### src/rtl/photon_pkg.sv
// Shared constants for the photon timing chain (free-running counter and its consumers).
package photon_pkg;

    localparam int TS_WIDTH_DEF    = 32;
    localparam int FIFO_DEPTH_DEF  = 8;
    localparam int LOST_WIDTH_DEF  = 8;
    localparam int SYNC_STAGES_MIN = 2;

endpackage

### src/rtl/sync_fifo_fwft.sv
// Single-clock first-word-fall-through FIFO; the head entry is visible on rdata while !empty.
module sync_fifo_fwft #(
    parameter int WIDTH = 32,
    parameter int DEPTH = 8
) (
    input  logic                     clk,
    input  logic                     rstb,
    input  logic                     push,
    input  logic [WIDTH-1:0]         wdata,
    input  logic                     pop,
    output logic [WIDTH-1:0]         rdata,
    output logic                     full,
    output logic                     empty,
    output logic [$clog2(DEPTH):0]   level
);

    localparam int AW = $clog2(DEPTH);

    logic [DEPTH-1:0][WIDTH-1:0] mem;
    logic [AW:0]                 wptr;
    logic [AW:0]                 rptr;
    logic                        do_push;
    logic                        do_pop;

    // Extra pointer MSB separates full (MSBs differ) from empty (MSBs equal).
    assign empty   = (wptr == rptr);
    assign full    = (wptr[AW] != rptr[AW]) && (wptr[AW-1:0] == rptr[AW-1:0]);
    assign level   = wptr - rptr;
    assign do_push = push & ~full;
    assign do_pop  = pop & ~empty;
    assign rdata   = mem[rptr[AW-1:0]];

    // Storage is cleared on reset so rdata reads 0 until the first write.
    always_ff @(posedge clk or negedge rstb) begin
        if (!rstb) begin
            mem  <= '0;
            wptr <= '0;
            rptr <= '0;
        end else begin
            if (do_push) begin
                mem[wptr[AW-1:0]] <= wdata;
                wptr              <= wptr + 1'b1;
            end
            if (do_pop)
                rptr <= rptr + 1'b1;
        end
    end

endmodule

### src/rtl/hit_timestamper.sv
// Synchronizes a discriminator hit, tags rising edges with the counter value and queues them.
module hit_timestamper
    import photon_pkg::*;
#(
    parameter int TS_WIDTH    = TS_WIDTH_DEF,
    parameter int FIFO_DEPTH  = FIFO_DEPTH_DEF,
    parameter int SYNC_STAGES = SYNC_STAGES_MIN,
    parameter int LOST_WIDTH  = LOST_WIDTH_DEF
) (
    input  logic                          clk,
    input  logic                          rstb,
    input  logic [TS_WIDTH-1:0]           count_in,
    input  logic                          hit_async,
    input  logic                          en,
    output logic [TS_WIDTH-1:0]           ts_data,
    output logic                          ts_valid,
    input  logic                          ts_ready,
    output logic [$clog2(FIFO_DEPTH):0]   fifo_level,
    output logic [LOST_WIDTH-1:0]         lost_cnt,
    input  logic                          clr_lost
);

    logic [SYNC_STAGES-1:0] sync;
    logic [SYNC_STAGES-1:0] fill;
    logic                   hit_s;
    logic                   hit_s_d;
    logic                   armed;
    logic                   hit_e;
    logic                   capture;
    logic                   full;
    logic                   empty;
    logic                   drop;

    assign hit_s = sync[SYNC_STAGES-1];

    // fill marks when hit_s carries a real post-reset sample; armed then waits for a low,
    // so a hit already high at reset release never looks like an edge.
    always_ff @(posedge clk or negedge rstb) begin
        if (!rstb) begin
            sync    <= '0;
            fill    <= '0;
            hit_s_d <= 1'b0;
            armed   <= 1'b0;
        end else begin
            sync    <= {sync[SYNC_STAGES-2:0], hit_async};
            fill    <= {fill[SYNC_STAGES-2:0], 1'b1};
            hit_s_d <= hit_s;
            if (fill[SYNC_STAGES-1] && !hit_s)
                armed <= 1'b1;
        end
    end

    assign hit_e   = hit_s & ~hit_s_d & armed;
    assign capture = hit_e & en;
    assign drop    = capture & full;

    // Saturating drop counter; a clear coinciding with a drop leaves exactly that drop.
    always_ff @(posedge clk or negedge rstb) begin
        if (!rstb)
            lost_cnt <= '0;
        else if (clr_lost)
            lost_cnt <= LOST_WIDTH'(drop);
        else if (drop && (lost_cnt != {LOST_WIDTH{1'b1}}))
            lost_cnt <= lost_cnt + 1'b1;
    end

    sync_fifo_fwft #(
        .WIDTH (TS_WIDTH),
        .DEPTH (FIFO_DEPTH)
    ) u_fifo (
        .clk   (clk),
        .rstb  (rstb),
        .push  (capture),
        .wdata (count_in),
        .pop   (ts_ready),
        .rdata (ts_data),
        .full  (full),
        .empty (empty),
        .level (fifo_level)
    );

    assign ts_valid = ~empty;

endmodule
### config.mk
export PLATFORM = sky130hd
export DESIGN_NAME = hit_timestamper
export DESIGN_NICKNAME = d
export VERILOG_FILES = /design/src/rtl/photon_pkg.sv /design/src/rtl/sync_fifo_fwft.sv /design/src/rtl/hit_timestamper.sv
export SDC_FILE = /design/constraint.sdc
export NUM_CORES = 1
export LEC_CHECK = 0
export ABC_AREA = 1
export BUFFER_PORTS_ARGS = -buffer_cell sky130_fd_sc_hd__buf_2
export CORE_UTILIZATION = 61
export DETAILED_ROUTE_END_ITERATION = 6
export PLACE_DENSITY = 0.8
export SYNTH_ARGS = -nofsm -noshare
export SYNTH_HDL_FRONTEND = slang
export SYNTH_SLANG_ARGS = --single-unit
### constraint.sdc
create_clock -name clk -period 3.14 [get_ports clk]
set_input_delay 0 -clock clk [delete_from_list [all_inputs] [get_ports clk]]
set_output_delay 0 -clock clk [all_outputs]
set_load 0.02 [all_outputs]
==> metrics <==
status finished, final reports clean; total gr overflow 0; Combinational Power Share 43.0%; row count 54; Worst Tran Pin Value 827 ps; DRT antenna net count 0; post-CTS sizing 0; Power Density between 1000 and 1500 mW/mm^2; via count ~13000; drc violations 0; area delta synth->final 12.2%; Sequential cell area 0.00696 mm^2; Multi-input gate area 0.00575 mm^2; CP max FO 40; DIE AREA approximately 0.023 mm^2; syn_area_per_cell approximately 7.7 um^2; internal power 9.13 mW; synthesized area between 0.01 and 0.015 mm^2; DR WL/cell 18.6 um; Num CTS Buffers 29; Peak VDD IR ~760 uV; buffer depth of the longest clock path 3; period utilisation layout between 80% and 90%; largest net degree at the start of global routing 131; Syn Nets 1814; RSZ-0062 raised after global routing false; Slew Limit Fails 0; antenna violations before repair 0; Placement Setup Slack 636 ps; sequential area share after synthesis 51.2%; postcts setup bufs 0; Synth area leader dfrtp_1; max-capacitance violation count 0; hold slack final between 30 and 40 ps; hold path cells 8; final setup TNS 0 ps; gpl congestion 0.840; R2R cell count 12; Req. time, crit path 3140 ps; Switching Fraction 43.1%; Static Leak slightly above 8 nW; root buf cell clkbuf_16; Vias/cell around 6; cts hold-fix bufs 36; vias in the first global route 11800; Data arrival, critical path 2820 ps; core region area 0.0218 mm^2; Mapped Cells about 1800; Clk Latency, worst-skew pair between 500 and 600 ps; largest cells by area after synthesis dfrtp_1 51%, nand2_1 18%, nand3_1 9.2%, o21ai_0 6.0%, nor2_1 4.1%; min cycle time layout 2820 ps; # IOs 83; Peak Freq 355 MHz; post-route cell area 0.0152 mm^2; Total Nets Final 1848; Seq pwr share between 30% and 40%; Synth warnings 0; Port Buffers between 80 and 90; Worst Hold Class in2reg; Die Wd 151 um; Die Y 151 um; Clock Power Share 21.0%; Starting Density 62.2%; drt total wl ~39000 um; worst setup margin approximately 320 ps; Crit Path Class reg2out; crit start category register; placed cell areas approximately 0.014 mm^2; layout cells sized above 1 10.1%; clk sinks 278; Post-DP HPWL ~21000 um; top cell type's share of synthesized area 51.2%; global-route wire length before repair between 60000 and 70000 um; total track usage between 30% and 40%; sw power 6.91 mW; CP endpoint kind output pin; total power draw 16.0 mW; CTS H-Tree Depth 1; Slew headroom 44.8%; Clock Skew around 9.4 ps; Fin. Hold Viols 0; flops & latches, synth 278; # setup viols final 0; Synth cell types 26; Layout fillers roughly 1800; clk slew on worst S/H paths 60 ps; initial drt markers 1511; drt first pass iters 6; CTS tree done
## flip-flops by register name, summed over array words and instances, names as in the netlist
name	flops
armed	1
fill	2
hit_s_d	1
lost_cnt	8
sync	2
u_fifo.mem	256
u_fifo.rptr	4
u_fifo.wptr	4
## worst max-delay path, stage by stage, from the launching register on
cell      delay (ps)
dfrtp_4          630
clkinv_2         580
buf_4            450
o21ai_0          210
o22ai_1          100
nand2_1           60
nand2_1           60
buf_2            150
## placed cells by master, fill, tap and decap left out, drive strengths merged
master       count
a21oi            3
nor3             1
nor2           150
o21ai          164
bufinv           1
o22ai           64
buf            125
inv             19
conb             1
xor2             6
nand3          250
xnor2            1
clkinv           3
diode            1
o21bai           3
clkbuf          46
dlygate4sd3     36
fa               1
dfrtp          278
ha               6
nand2          662
## synthesized netlist by cell type, drive strengths merged
master and number:
xor2 6, buf 74, nand3 250, clkbuf 84
a21oi 3, dfrtp 278, o21ai 164, o22ai 64
nor3 1, nor2 150, clkinv 1, ha 6
nand2 662, inv 20, fa 1, o21bai 3
conb 1, xnor2 1
## power groups by stage
| stage | Sequential [mW] | Clock [mW] | Combinational, mW |
|---|---|---|---|
| after floorplan | 5.54 | 0 | 4.80 |
| after global routing | 5.93 | 3.53 | 7.59 |
| after detailed placement | 5.79 | 0 | 6.75 |
| final | 5.78 | 3.37 | 6.89 |
| after CTS | 5.75 | 3.39 | 6.82 |
| after global placement | 5.74 | 0 | 6.57 |
## cell families after synthesis
| family | synth area share [%] |
|---|---|
| flip-flops | 51.2 |
| AO/OA/AOI/OAI | 9.27 |
| other | 0.0276 |
| adder cells (fa/ha/maj) | 0.700 |
| AND/OR/NAND/NOR | 31.8 |
| buffers and inverters | 6.57 |
| XOR/XNOR | 0.451 |
## through the flow
stage	utilization (%)	std cells
2_1_floorplan	-	1769
4_1_cts	69.8	2100
3_3_place_gp	64.0	2016
5_1_grt	69.8	2100
6_report	69.9	2101
3_5_place_dp	64.0	2016
## per-layer routing
metal	routed length (um)	track usage, %	up-vias
li1	-	-	5803
met2	18500	56.4	657
met1	15500	46.9	5987
met4	1180	14.4	0
met3	3850	5.57	103
met5	0	0	-
## path summary, 6_finish.rpt
kind / end / from / slack [ps]
worst max register to register: u_fifo.mem[159] / u_fifo.wptr[0] / 610
min in group asynchronous: lost_cnt[2] / rstb / 120
worst min-delay path: lost_cnt[0] / en / 40
max in group asynchronous: u_fifo.mem[221] / rstb / 2080
worst max-delay path: ts_data[28] / u_fifo.rptr[0] / 320
worst min register to register: fill[1] / fill[0] / 350
## cell type report
cell class	count	area share, %
multi-input combinational	1312	37.7
antenna	1	0.0164
tap	280	2.30
clock inverter	2	0.230
sequential	278	45.7
inverter	21	0.558
clock buffer	46	5.84
timing repair buffer	161	7.65
(Power assumes the default switching activity.)
